File: src/rtl/mem_bus_arbiter.sv
// Shares one single-ported, variable-latency memory bus between instruction fetch and data access.
// MEM wins ties, stalls are raised until each access completes, and a watchdog aborts unacknowledged grants.
module mem_bus_arbiter #(
   parameter int TIMEOUT = 255
) (
   input  logic        clk,
   input  logic        clr,
   input  logic        if_ce_i,
   input  logic [31:0] if_addr_i,
   output logic [31:0] if_data_o,
   output logic        if_stallreq_o,
   input  logic        mem_ce_i,
   input  logic        mem_we_i,
   input  logic [3:0]  mem_sel_i,
   input  logic [31:0] mem_addr_i,
   input  logic [31:0] mem_wdata_i,
   output logic [31:0] mem_rdata_o,
   output logic        mem_stallreq_o,
   output logic        bus_req_o,
   output logic        bus_we_o,
   output logic [3:0]  bus_sel_o,
   output logic [31:0] bus_addr_o,
   output logic [31:0] bus_wdata_o,
   input  logic [31:0] bus_rdata_i,
   input  logic        bus_ack_i,
   output logic        bus_err_o
);

   localparam int CNT_W = (TIMEOUT > 1) ? $clog2(TIMEOUT + 1) : 1;
   localparam logic [CNT_W-1:0] WD_LAST = CNT_W'((TIMEOUT > 0) ? TIMEOUT - 1 : 0);

   typedef enum logic [1:0] {IDLE, BUS_MEM, BUS_IF} state_t;

   state_t           state;
   logic             done_if;
   logic             done_mem;
   logic [CNT_W-1:0] wd_cnt;
   logic             pend_if;
   logic             pend_mem;
   logic             advance;
   logic             wd_fire;

   assign pend_if        = if_ce_i & ~done_if;
   assign pend_mem       = mem_ce_i & ~done_mem;
   assign if_stallreq_o  = pend_if;
   assign mem_stallreq_o = pend_mem;
   assign advance        = ~pend_if & ~pend_mem;
   // The counter holds the number of unacknowledged grant cycles already seen,
   // so the abort fires in the TIMEOUT-th grant cycle.
   assign wd_fire        = (TIMEOUT != 0) && (wd_cnt == WD_LAST);

   always_comb begin
      bus_req_o   = 1'b0;
      bus_we_o    = 1'b0;
      bus_sel_o   = 4'h0;
      bus_addr_o  = 32'h0;
      bus_wdata_o = 32'h0;
      case (state)
         BUS_MEM: begin
            bus_req_o   = 1'b1;
            bus_we_o    = mem_we_i;
            bus_sel_o   = mem_sel_i;
            bus_addr_o  = mem_addr_i;
            bus_wdata_o = mem_wdata_i;
         end
         BUS_IF: begin
            bus_req_o   = 1'b1;
            bus_sel_o   = 4'hF;
            bus_addr_o  = if_addr_i;
         end
         default: ;
      endcase
   end

   always_ff @(posedge clk or posedge clr) begin
      if (clr) begin
         state       <= IDLE;
         done_if     <= 1'b0;
         done_mem    <= 1'b0;
         wd_cnt      <= '0;
         if_data_o   <= 32'h0;
         mem_rdata_o <= 32'h0;
         bus_err_o   <= 1'b0;
      end else begin
         bus_err_o <= 1'b0;
         // Completion below overrides this clear, so a flushed access that ends
         // in an advance cycle is still retired at the following one.
         if (advance) begin
            done_if  <= 1'b0;
            done_mem <= 1'b0;
         end
         case (state)
            IDLE: begin
               wd_cnt <= '0;
               if (pend_mem)     state <= BUS_MEM;
               else if (pend_if) state <= BUS_IF;
            end
            BUS_MEM: begin
               if (bus_ack_i) begin
                  mem_rdata_o <= mem_we_i ? 32'h0 : bus_rdata_i;
                  done_mem    <= 1'b1;
                  state       <= IDLE;
               end else if (wd_fire) begin
                  mem_rdata_o <= 32'h0;
                  done_mem    <= 1'b1;
                  bus_err_o   <= 1'b1;
                  state       <= IDLE;
               end else begin
                  wd_cnt <= wd_cnt + 1'b1;
               end
            end
            BUS_IF: begin
               if (bus_ack_i) begin
                  if_data_o <= bus_rdata_i;
                  done_if   <= 1'b1;
                  state     <= IDLE;
               end else if (wd_fire) begin
                  if_data_o <= 32'h0;
                  done_if   <= 1'b1;
                  bus_err_o <= 1'b1;
                  state     <= IDLE;
               end else begin
                  wd_cnt <= wd_cnt + 1'b1;
               end
            end
            default: state <= IDLE;
         endcase
      end
   end

endmodule

File: config.mk
export PLATFORM = sky130hd
export DESIGN_NAME = mem_bus_arbiter
export DESIGN_NICKNAME = d
export VERILOG_FILES = /design/src/rtl/mem_bus_arbiter.sv
export SDC_FILE = /design/constraint.sdc
export NUM_CORES = 1
export LEC_CHECK = 0
export BUFFER_PORTS_ARGS = -buffer_cell sky130_fd_sc_hd__buf_4
export CAP_MARGIN = 20
export CORE_AREA = 2 2 107 109
export DETAILED_ROUTE_END_ITERATION = 7
export DIE_AREA = 0 0 109 111
export PLACE_DENSITY = 0.72
export RECOVER_POWER = 25
export SLEW_MARGIN = 10
export SYNTH_ARGS = -nofsm -noshare
export SYNTH_HDL_FRONTEND = slang
export SYNTH_SLANG_ARGS = --single-unit
File: constraint.sdc
create_clock -name clk -period 3.02 [get_ports clk]
set_clock_uncertainty 0.1 [all_clocks]
set_input_delay 0.151 -clock clk [delete_from_list [all_inputs] [get_ports clk]]
set_output_delay 0.151 -clock clk [all_outputs]
set_load 0.1 [all_outputs]
### After elaboration in Yosys (flattened, before gate mapping)

Cells that the tools add are included.

* logic and storage cells: 58
* register bits after elaboration: 77
* output and inout port bits: 137

* mux-type cells: 28
* add/sub/neg operators: 1
* bitwise operators: 7
* equality and inequality tests: 7
* reductions and logical operators: 8

Operator list (count)
* two-way mux 32 bit: 5
* one-hot mux 32 bit (2 select lines): 1
* two-way mux 8 bit: 2
* one-hot mux 8 bit (2 select lines): 1
* two-way mux 1 bit: 13
* adder 8 x 1 -> 8 bit, second input constant: 1
* == test 8 bit, second input constant: 1
* two-way mux 2 bit: 4
* one-hot mux 4 bit (2 select lines): 1
* AND reduction 2 bit: 3
* inequality test 2 bit, second input constant: 2
* inverter 1 bit: 4
* one-hot mux 2 bit (2 select lines): 1
* nonzero test 2 bit: 2
* AND 1 bit: 3
* inequality test 3 x 1 -> 1 bit, second input constant: 1
* inequality test 3 bit, second input constant: 1
* AND reduction 3 bit: 1
* == test 2 x 1 -> 1 bit, second input constant: 1
* == test 2 bit, second input constant: 1
* logical NOT 2 bit: 1
* OR reduction 2 bit: 1

### Depth between registers and ports, before layout

* depth in word-level cells: 8
* depth in mapped cells: 8
* depth with buffers taken out: 6

### Least setup slack after synthesis

Ideal clock, no wire load.

* path type: flip-flop to output port
* start: reg state[0]
* end: out bus_addr_o[14]
* setup slack: -433 ps
* data required time: 2769 ps
* cell stages (with the launch flop): 6
* arrival time: 3202 ps
* path through: dfrtp_1 > inv_1 > ha_1 > buf_2 > clkbuf_1 > nor2b_1

* word-level cells in the longest chain between the ends: 2

Ends and longest elaborated chain
* from (decl): line 34 `state_t state;`
* from (signal assigned): line 77 `state <= IDLE;`
* from (signal assigned): line 95 `if (pend_mem) state <= BUS_MEM;`
* from (signal assigned): line 96 `else if (pend_if) state <= BUS_IF;`
* == test 2 bit / == test 2 x 1 -> 1 bit (equally long branches): line 58 `case (state)`
* one-hot mux 32 bit (2 select lines) (*): line 58
* to (decl): line 22 `output logic [31:0] bus_addr_o,`

Every way passes the cells marked *; elsewhere a longest branch is shown, timed or not.

### Worst setup path after layout

* start: reg state[0]
* end: out bus_addr_o[25]

The elaborated chain is that of the path after synthesis.

==> qor.csv <==
stage;metric;value;unit
clock_tree;Clock Latency Late Sink;0.33;ns
timing;min cycle time layout;2.502;ns
logic_synthesis;Post-synth top flop;dfrtp_1;
clock_tree;clk slew on worst S/H paths;0.07;ns
run_status;status;complete, no violations;
worst_hold_path;Worst Hold End;mem_rdata_o[7];
timing;RSZ-0062 raised after global routing;no;
clock_tree;clk buf depth;2;
routing;initial drt markers;347;
global_routing;GRT Util Overall;24.67;%
placement;post-DP HPWL;11450;microns
layout;fraction of layout cells with a size suffix above 1;39.58;%
clock_tree;total CTS buffers;9;
placement;Place WS;0.7943;ns
timing;final setup fails;0;
routing;wire length on met3;1318;microns
clock_tree;H-Tree Level Count;3;
routing;drt pass-1 iters;4;
critical_path;RR Startpoint;state[1];
critical_path;worst endpoint data arrival time;2.25;ns
logic_synthesis;Post-synth ARST share;100.0;%
timing;actual slew at the worst max-slew pin;1.442;ns
routing;Antenna Violating Nets Remaining;0;
critical_path;Worst setup SP type;flip-flop;
layout;final core occ;60.59;%
layout;NumNets Final;854;
critical_path;required time of the critical path;2.77;ns
layout;area growth from synthesis to layout;67.89;%
worst_hold_path;Worst Hold Class;input pin to flip-flop;
timing;Final TNS setup;0;ns
die;Core Region;11080;sq um
routing;Vias/cell;5.114;
global_routing;first-pass GRT wire length;23160;microns
critical_path;kind of critical path;flip-flop to primary output;
die;die area;12100;sq um
placement;gpl congestion;0.8343;
global_routing;GRT overflow;0;
logic_synthesis;Synth Net Count;560;
global_routing;initial antenna violation count;1;
clock_tree;clk sinks;77;
die;Die X-Extent;109;microns
routing;# DRC;0;
clock_tree;Root Buffer;clkbuf_16;
routing;top routing layer in use;met4;
routing;wire length per cell;17.75;microns
critical_path;Max Fanout on Critical Path;13;
critical_path;RR Endpoint;mem_rdata_o[25];
global_routing;number of global-route vias before repair;4545;
worst_hold_path;hold path depth;3;
timing;max_slew headroom;3.773;%
run;max_cap viols;0;
timing;setup ws final;0.5180;ns
worst_hold_path;HP Start;bus_rdata_i[7];
logic_synthesis;syn avg cell area;9.610;sq um
clock_tree;TritonCTS clock tree;done;
clock_tree;Post CTS Setup Buffer Count;0;
logic_synthesis;sequential-to-total area share from yosys stat;48.20;%
routing;met2 wire len;7760;microns
critical_path;crit end category;primary output;
placement;Port Buffers;274;
critical_path;r2r worst-path depth;5;
die;die height;111;microns
timing;Max Slew Vio Count;0;
logic_synthesis;Post-Syn Area;3998;sq um
layout;final instance area;6711;sq um
die;row count;39;
logic_synthesis;Gate Count Post-Synth;416;
global_routing;largest net degree at the start of global routing;49;
routing;Metal-1 WL;5750;microns
timing;Highest Clock Rate;399.7;MHz
routing;vias post-DR;4393;
logic_synthesis;yosys warns;0;
layout;# fillers;966;
logic_synthesis;count of state elements after synthesis;77;
die;initial core utilization;36.09;%
timing;Hold Vio Cnt, Final;0;
logic_synthesis;Distinct cells, synth;38;
clock_tree;cts-stage hold buffer count;33;
placement;Placed Area;6285;sq um
clock_tree;post-cts sizing count;0;
routing;drt total wl;15240;microns
timing;Final Cycle Share;82.85;%
critical_path;register-to-register setup slack;0.82;ns
die;I/O pin total;275;
logic_synthesis;Post-synth EDFFs;0;
[kinds of logic (layout without fill, tap and decap cells)]
group	count (synthesis)	count (layout)	synth area share [%]
and+or+nand+nor	135	135	20.78
buffers and inverters	77	376	7.950
DFF	77	77	48.20
muxes	1	1	0.2504
adders and majority gates	6	6	1.878
AOI/OAI and AO/OA	120	120	20.94
other	0	1	0
[per-stage QoR]
stage	std cells	hold WS (ns)
floorplan	416	0.1219
global placement	809	0.2495
detailed placement	809	0.2555
CTS	858	0.002484
global route	859	0.01233
finish	859	0.01355
[cell type report]
type	count	area, sq um	share of cell area (%)
Antenna cell	1	2.502	0.03729
Clock buffer	9	225.2	3.356
Clock inverter	7	105.1	1.566
Inverter	39	146.4	2.181
Multi-Input combinational cell	262	1858	27.68
Sequential cell	77	1927	28.71
Tap cell	143	178.9	2.666
Timing Repair Buffer	321	2268	33.80
[Yosys cell counts (2+ instances only)]
cell type  number  area, sq um
dfrtp_1        77         1927
o21ai_0        35        175.2
o21ai_1         3        15.01
a21oi_1         6        30.03
nor2_1          2        7.510
and2_1         35        219.0
a22oi_1        33        247.7
buf_1           4        15.01
o211ai_1        2        15.01
a22o_1         32        280.3
nand4_1        33        206.5
o31ai_1         2        15.01
nor2b_1        41        256.5
or4_1           2        15.01
buf_2           7        35.03
nor4b_1         2        17.52
buf_4           3        22.52
ha_1            6        75.07
clkbuf_1       22        82.58
nand2_1        10        37.54
inv_1          39        146.4
nand3_1         4        20.02
[worst max-delay path: stages (launching register included)]
cell and delay [ns]:
dfrtp_1 0.43, inv_1 0.10, ha_1 0.52, buf_4 0.28, a22oi_1 0.11, nor2b_2 0.16
buf_4 0.30
[flip-flops by register name (all words and copies together) (netlist names)]
signal and count:
bus_err_o 1, done_if 1, state 2, mem_rdata_o 32, wd_cnt 8, done_mem 1, if_data_o 32
[layout by cell type (no fill, tap or decap), drive strengths merged, types with 2 or more instances in the layout]
cell and n:
nand3 5, nor4b 2, o211ai 2, a22o 32, a22oi 33, and2 35, or4 2, inv 43
clkbuf 73, nand4 34, bufinv 2, nor2b 41, nand2 10, o31ai 2, nor2 2, dfrtp 77
dlygate4sd3 33, o21ai 38, buf 224, a21oi 6, ha 6
[how the worst max path moves through the flow]
stage	startpoint	end	slack [ns]	cells past startpoint
after floorplan	state[0]	bus_addr_o[14]	0.08	5
after global placement	state[1]	mem_rdata_o[30]	0.87	5
after detailed placement	state[1]	mem_rdata_o[23]	0.79	5
after CTS	state[0]	bus_addr_o[25]	0.48	6
after global routing	state[0]	bus_addr_o[4]	0.37	6
final	state[0]	bus_addr_o[25]	0.52	6
[routing by layer]
metal,GRT usage (%),vias to the layer above
li1,-,2063
met1,28.80,2080
met2,42.90,223
met3,6.761,27
met4,8.462,0
met5,0,-
Power is not shown: default switching activity piles up to over one toggle a cycle in this logic, so the estimate is an artifact.
